## src/rtl/accel_task_loader.sv

```systemverilog
// Purpose : unpacks a host task packet from a 32-bit word stream into the accelerator's
//           InexRecur/state preload write ports, then drives is_start until done_i.
// Latency : an accepted record word is written one cycle later; is_start rises two cycles
//           after the last accepted word.
// Backpressure: s_ready is low in FLUSH, RUN and ERR; words are accepted only when
//           s_valid && s_ready.
//
// Ports: clk/rst (sync, active-high); s_valid/s_ready/s_data word stream;
//        ran_we/ran_w_addr/ran_w_data for InexRecur and state regfiles;
//        is_start (run level), done_i (run finished), abort_i (soft abort / error clear),
//        busy (not idle), err (sticky packet error).
// Optional feature: define LOADER_CHECKSUM_EN to require an XOR trailer word after the
//        last record (CHK state); without it LOAD_ST goes straight to FLUSH.
module accel_task_loader #(
    parameter int ADDR_W = 12,
    parameter int DEPTH  = 4096,
    parameter int IR_W   = 32,
    parameter int ST_W   = 18
) (
    input  logic              clk,
    input  logic              rst,
    input  logic              s_valid,
    output logic              s_ready,
    input  logic [31:0]       s_data,
    output logic              ran_we_InexRecur,
    output logic [ADDR_W-1:0] ran_w_addr_InexRecur,
    output logic [IR_W-1:0]   ran_w_data_InexRecur,
    output logic              ran_we_state_external,
    output logic [ADDR_W-1:0] ran_w_addr_state_external,
    output logic [ST_W-1:0]   ran_w_data_state_external,
    output logic              is_start,
    input  logic              done_i,
    input  logic              abort_i,
    output logic              busy,
    output logic              err
);

    typedef enum logic [2:0] {
        S_IDLE,
        S_LOAD_IR,
        S_LOAD_ST,
`ifdef LOADER_CHECKSUM_EN
        S_CHK,
`endif
        S_FLUSH,
        S_RUN,
        S_ERR
    } state_t;

    localparam logic [12:0] DEPTH_N = 13'(DEPTH);

    state_t              state_q, state_d;
    logic [ADDR_W-1:0]   idx_q, idx_d;
    logic [ADDR_W-1:0]   last_q, last_d;      // N-1, index of the final record
    logic                we_ir_q, we_ir_d;
    logic [ADDR_W-1:0]   addr_ir_q, addr_ir_d;
    logic [IR_W-1:0]     data_ir_q, data_ir_d;
    logic                we_st_q, we_st_d;
    logic [ADDR_W-1:0]   addr_st_q, addr_st_d;
    logic [ST_W-1:0]     data_st_q, data_st_d;
    logic                is_start_q, is_start_d;
    logic                err_q, err_d;
`ifdef LOADER_CHECKSUM_EN
    logic [31:0]         csum_q, csum_d;
`endif

    logic                accept;
    logic [12:0]         hdr_n;
    logic                hdr_ok;

    always_comb begin
        s_ready = (state_q == S_IDLE) || (state_q == S_LOAD_IR) || (state_q == S_LOAD_ST);
`ifdef LOADER_CHECKSUM_EN
        if (state_q == S_CHK) begin
            s_ready = 1'b1;
        end
`endif
    end

    assign accept = s_valid && s_ready;
    assign hdr_n  = s_data[12:0];
    assign hdr_ok = (s_data[31:24] == 8'hA5) && (hdr_n != 13'd0) && (hdr_n <= DEPTH_N);

    always_comb begin
        state_d   = state_q;
        idx_d     = idx_q;
        last_d    = last_q;
        we_ir_d   = 1'b0;
        addr_ir_d = addr_ir_q;
        data_ir_d = data_ir_q;
        we_st_d   = 1'b0;
        addr_st_d = addr_st_q;
        data_st_d = data_st_q;
`ifdef LOADER_CHECKSUM_EN
        csum_d    = csum_q;
`endif

        case (state_q)
            S_IDLE: begin
                if (accept) begin
                    if (hdr_ok) begin
                        state_d = S_LOAD_IR;
                        idx_d   = '0;
                        last_d  = ADDR_W'(hdr_n - 13'd1);
`ifdef LOADER_CHECKSUM_EN
                        csum_d  = '0;
`endif
                    end else begin
                        state_d = S_ERR;
                    end
                end
            end
            S_LOAD_IR: begin
                if (accept) begin
                    we_ir_d   = 1'b1;
                    addr_ir_d = idx_q;
                    data_ir_d = s_data[IR_W-1:0];
`ifdef LOADER_CHECKSUM_EN
                    csum_d    = csum_q ^ s_data;
`endif
                    state_d   = S_LOAD_ST;
                end
            end
            S_LOAD_ST: begin
                if (accept) begin
                    we_st_d   = 1'b1;
                    addr_st_d = idx_q;
                    data_st_d = s_data[ST_W-1:0];
`ifdef LOADER_CHECKSUM_EN
                    csum_d    = csum_q ^ 32'(s_data[ST_W-1:0]);
`endif
                    if (idx_q == last_q) begin
`ifdef LOADER_CHECKSUM_EN
                        state_d = S_CHK;
`else
                        state_d = S_FLUSH;
`endif
                    end else begin
                        idx_d   = idx_q + ADDR_W'(1);
                        state_d = S_LOAD_IR;
                    end
                end
            end
`ifdef LOADER_CHECKSUM_EN
            S_CHK: begin
                if (accept) begin
                    state_d = (s_data == csum_q) ? S_FLUSH : S_ERR;
                end
            end
`endif
            // One idle cycle lets the final write pulse retire before is_start
            // flips the accelerator's state port over to internal use.
            S_FLUSH: state_d = S_RUN;
            S_RUN: begin
                if (done_i) begin
                    state_d = S_IDLE;
                end
            end
            S_ERR:   state_d = S_ERR;
            default: state_d = S_IDLE;
        endcase

        // Abort drops any write being registered this cycle and keeps the
        // port address/data at their previous values.
        if (abort_i && (state_q != S_IDLE)) begin
            state_d   = S_IDLE;
            we_ir_d   = 1'b0;
            addr_ir_d = addr_ir_q;
            data_ir_d = data_ir_q;
            we_st_d   = 1'b0;
            addr_st_d = addr_st_q;
            data_st_d = data_st_q;
        end

        is_start_d = (state_d == S_RUN);
        err_d      = (state_d == S_ERR);
    end

    always_ff @(posedge clk) begin
        if (rst) begin
            state_q    <= S_IDLE;
            idx_q      <= '0;
            last_q     <= '0;
            we_ir_q    <= 1'b0;
            addr_ir_q  <= '0;
            data_ir_q  <= '0;
            we_st_q    <= 1'b0;
            addr_st_q  <= '0;
            data_st_q  <= '0;
            is_start_q <= 1'b0;
            err_q      <= 1'b0;
`ifdef LOADER_CHECKSUM_EN
            csum_q     <= '0;
`endif
        end else begin
            state_q    <= state_d;
            idx_q      <= idx_d;
            last_q     <= last_d;
            we_ir_q    <= we_ir_d;
            addr_ir_q  <= addr_ir_d;
            data_ir_q  <= data_ir_d;
            we_st_q    <= we_st_d;
            addr_st_q  <= addr_st_d;
            data_st_q  <= data_st_d;
            is_start_q <= is_start_d;
            err_q      <= err_d;
`ifdef LOADER_CHECKSUM_EN
            csum_q     <= csum_d;
`endif
        end
    end

    assign ran_we_InexRecur          = we_ir_q;
    assign ran_w_addr_InexRecur      = addr_ir_q;
    assign ran_w_data_InexRecur      = data_ir_q;
    assign ran_we_state_external     = we_st_q;
    assign ran_w_addr_state_external = addr_st_q;
    assign ran_w_data_state_external = data_st_q;
    assign is_start                  = is_start_q;
    assign err                       = err_q;
    assign busy                      = (state_q != S_IDLE);

endmodule

```

## config.mk

```make
export PLATFORM = sky130hd
export DESIGN_NAME = accel_task_loader
export DESIGN_NICKNAME = d
export VERILOG_FILES = /design/src/rtl/accel_task_loader.sv
export SDC_FILE = /design/constraint.sdc
export NUM_CORES = 1
export LEC_CHECK = 0
export CORE_MARGIN = 5
export CORE_UTILIZATION = 48
export CTS_CLUSTER_DIAMETER = 50
export DETAILED_ROUTE_END_ITERATION = 12
export PLACE_DENSITY = 0.85
export SYNTH_ARGS = -nofsm -noshare
export SYNTH_HDL_FRONTEND = slang
export SYNTH_SLANG_ARGS = --single-unit
```

## constraint.sdc

```tcl
create_clock -name clk -period 3.4 [get_ports clk]
set_input_delay 0.85 -clock clk [delete_from_list [all_inputs] [get_ports clk]]
set_output_delay 0.85 -clock clk [all_outputs]
set_load 0.02 [all_outputs]
```

Word level (Yosys, flattened, before mapping). Cells that the tools add are included.

Register bits after elaboration: 105. Logic and storage cells: 60.

Reduce and logical (&&, ||, !) cells: 16. Order comparisons: 1. Bitwise gates (word level): 3. Mux-type cells: 14. Add/sub/neg operators: 2. Eq/ne operators: 13.

Operator list (number): $mux 12 (4); $pmux 12 s2 (1); $mux 3 (6); $pmux 3 s6 (1); $le 13x13->1 const B (1); $reduce_bool 13->1 (1); $add 12x1->12 const B (1); $eq 12x12->1 (1); $eq 3x3->1 const B (4); $sub 12x1->12 const B (1); $reduce_and 3->1 (3); $eq 8x8->1 const B (1); $ne 2x2->1 const B (4); $eq 3x2->1 const B (2); $reduce_or 3->1 (2); $reduce_and 5->1 (1); $logic_and 1x1->1 (4); $eq 3x1->1 const B (1); $logic_not 3->1 (1); $not 1->1 (3); $reduce_bool 3->1 (1); $logic_or 1x1->1 (2); $mux 2 (1); $reduce_bool 2->1 (1); $mux 1 (1).

Depth between registers and ports, before layout.
Depth in word-level cells: 8. Gate-level depth with buffers: 9.

Least setup slack after synthesis. Ideal clock, no wire load.

Path type: input-to-reg. Start: input port s_data[2]. End: register idx_q[11]. Required time: 3.330 ns. Path buffers: 0. Arrival: 2.802 ns. Stages on the path: 6. Library setup time: 0.070 ns. Setup slack: 0.528 ns. Cells stage by stage: or4_4 -> nor4_4 -> mux2i_2 -> a22oi_4 -> or3_1 -> a21oi_1.

Cells in the longest elaborated chain, start to end: 5. Elaborated cells between the ends (all ways): 6. Those cells by class: order compare (1); eq/ne (1); reduce/logical (4).

RTL lines: from (decl) (line 24) `input logic [31:0] s_data,`; parallel branches: the longest is 2 deep, another holds $le 13x13->1; $logic_and 1x1->1 * (line 82) `assign hdr_ok = (s_data[31:24] == 8'hA5) && (hdr_n != 13'd0) && (hdr_n <= DEPTH_N);`; $ne 2x2->1 (no line) *; $reduce_and 5->1 (no line) *; to (signal assigned) (line 197) `idx_q <= idx_d;`; to (decl) (line 53) `logic [ADDR_W-1:0] idx_q, idx_d;`.

Every way passes the cells marked *. A chain may end at the register's enable or synchronous reset.

Worst setup path after layout.
Start: input port s_data[2]. End: register last_q[11].

Cells in the longest elaborated chain, start to end: 4. Elaborated cells between the ends (all ways): 6. Those cells by class: add/sub (1); order compare (1); reduce/logical (4).

RTL lines: parallel branches: the longest is 4 deep, another holds $le 13x13->1; to (signal assigned) (line 198) `last_q <= last_d;`; to (decl) (line 54) `logic [ADDR_W-1:0] last_q, last_d;`.

Several ways; the timed one is not identified.

==> impl_metrics.toml <==
[run_status]
status = "completed"

[sta]
hold_viol = 0
relSlewSlack_pct = 57.9
max_freq_mhz = 335
setup_viol = 0
rsz0062_at_grt = "false"
skew_ps = 16.8
slew_viol_final = 0
tns_ps = 0
fin_crit_sh_pct = 87.7
tightest_slew_ps = 631
fin_ws_ps = 418
layout_min_cycle_time_ps = 2980

[layout]
fill_cells = 689
nets = 689
stdcell_count = 761
drive_gt1_share_pct = 9.49
area_growth_pct = 35.2
antenna_cells = 0
multi_input_area_sq_um = 2100
regArea_sq_um = 2100

[hold_path]
hold_start = "ran_w_data_InexRecur[0]"
hold_depth = 2
hold_class = "reg -> reg"

[routing]
drtPass1Iterations = 5
vias = 4120
wl_per_cell_um = 15.5
viasPerCell = 5.41
routed_wl_mm = 11.8
first_iter_violations = 283
antenna_left = 0
drc_errors = 0

[logic_synthesis]
synth_top_area_cell = "dfxtp_1"
synthCells = 533
ys_ff_latch = 105
syn_area_sq_um = 4350
synthFlopType = "dfxtp_1"
yosys_warnings = 0
synth_top_area_share_pct = 48.3
seq_area_frac_synth_pct = 48.3
syn_area_per_cell_sq_um = 8.16
synth_fp_nets = 573
yosys-top-cells-area = "dfxtp_1, nand2_1, a21oi_1"
synth-edff-count = 0
synth_cell_types = 46
async_reset_ff_share_pct = 0

[floorplan]
fp.dieW_um = 105
fp-row-count = 34
io_pins = 117
die_area_sq_um = 11100
die_h_um = 105
coreArea_sq_um = 8760
initial_utilization_pct = 49.7

[power_and_ir_drop]
p_clk_share_pct = 34.9
ir_worst_vdd_uv = 253
sw_frac_of_total_pct = 25.2
p_leak_nw = 2.08
switchingPower_mw = 0.570
seq_power_share_pct = 55.5
p_int_mw = 1.69
p_per_area_nw_per_um2 = 385
comb_power_share_pct = 9.6
report.power.total_mw = 2.26

[setup_path]
setup.worst_path.start = "s_data[2]"
arrival_ps = 3250
reg2reg_depth = 7
crit_fanout = 21
end_kind = "flop"
path_class = "in -> reg"
worstSetupStartpointType = "input port"
r2r_start = "state_q[1]"
required_ps = 3670

[clock_network]
cts.sink_count = 105
cts_setup_buffers = 0
htreeDepth = 3
cts_inserted_buffers = 9
clk_latency_ps = 360
ctsResizeCount = 0
max-clock-path-buffers = 2
clock_tree.root_cell = "clkbuf_8"
path_clk_slew_ps = 100
cts_tree = "yes"
cts_hold_repair.buffers = 0

[place]
gp_congestion = 0.880
dpl.cell_count = 746
post-dp-hpwl_mm = 8.38
portBuffers = 116
place_ws_ps = 59.7

[global_routing]
grt_antenna_before_repair = 0
grt_pass1_wl_mm = 19.3
overflow = 0
grt_usage_pct = 21.0
grt_pass1_vias = 3938
grt_max_degree = 62

[job]
max-cap-violations = 0
==> path summary, 6_finish.rpt <==
path	endpoint	slack (ps)
worst max register to register	idx_q[6]	1400
worst min register to register	ran_w_data_InexRecur[0]	460
worst max-delay path	last_q[11]	420
worst min-delay path	ran_w_data_InexRecur[0]	460
==> state kept, by name (all words and copies together) (netlist names) <==
signal / count
ran_w_addr_InexRecur: 12
ran_we_state_external: 1
ran_we_InexRecur: 1
state_q: 3
ran_w_data_InexRecur: 32
is_start: 1
last_q: 12
idx_q: 12
ran_w_data_state_external: 18
err: 1
ran_w_addr_state_external: 12
==> cells in the final DEF, fill, tap and decap left out, drive strengths merged, types with 3 or more instances in the layout <==
master         instances
or3                    9
nor2b                  3
a21oi                 86
ha                     3
clkdlybuf4s50        115
buf                   23
mux2i                  5
o21ai                  7
nor2                  29
nand4                  3
and3                   3
or4                    3
nand3                  8
nor3                   5
inv                    9
a211oi                11
nand2                159
nor4                   6
xnor2                  7
xor2                  17
dfxtp                105
clkbuf                 9
==> metrics by stage <==
step	util [%]	instance area, sq um	hold WS (ps)
after floorplan	-	4350	474
after global placement	64.8	5680	441
after detailed placement	64.8	5680	445
after CTS	67.1	5880	459
after global routing	67.1	5880	480
final	67.1	5880	456
==> synth_stat cells, drive strengths merged (3+ instances only) <==
| library cell | number |
|---|---|
| o21ai | 7 |
| xor2 | 17 |
| nor2b | 3 |
| a21oi | 86 |
| nand3 | 8 |
| inv | 7 |
| nand2 | 159 |
| ha | 3 |
| buf | 3 |
| nor4 | 6 |
| or4 | 3 |
| mux2i | 5 |
| a211oi | 11 |
| or3 | 9 |
| xnor2 | 7 |
| dfxtp | 105 |
| nor3 | 5 |
| and3 | 3 |
| nor2 | 29 |
| nand4 | 3 |
| clkbuf | 30 |
==> final cells by class <==
class	instances	share of cell area, %
sequential	105	35.7
multi-input combinational	388	35.6
timing repair buffer	138	22.5
tap	108	2.30
clock buffer	9	2.11
clock inverter	6	1.28
inverter	7	0.447
==> power by group through the flow <==
stage                     Sequential, mW  Clock [mW]  Combinational [mW]
after global placement              1.28           0               0.213
after detailed placement            1.28           0               0.216
final                               1.26       0.789               0.218
after global routing                1.26       0.860               0.233
after CTS                           1.26       0.805               0.218
after floorplan                     1.29           0              0.0892
==> critical path, cell delays in order <==
cell             delay, ps
clkdlybuf4s50_1        430
or4_4                  580
nor4_4                 330
mux2i_2                250
buf_4                  190
and2_4                 320
nor2_1                 100
a211oi_2               200
==> cell families after synthesis <==
family	count (synthesis)	synth area share, %
flops	105	48.3
compound gates	114	16.1
fa+ha+maj	3	0.863
mux	6	1.50
simple gates	241	24.6
xor+xnor	24	4.83
buf+inv	40	3.80
==> routing by layer <==
layer  GRT usage [%]  part of all wire (%)
met5               0                     0
met4            9.41                   3.2
met3            6.11                   7.3
met2            33.2                    48
met1            26.4                    42
(Power assumes the default switching activity.)
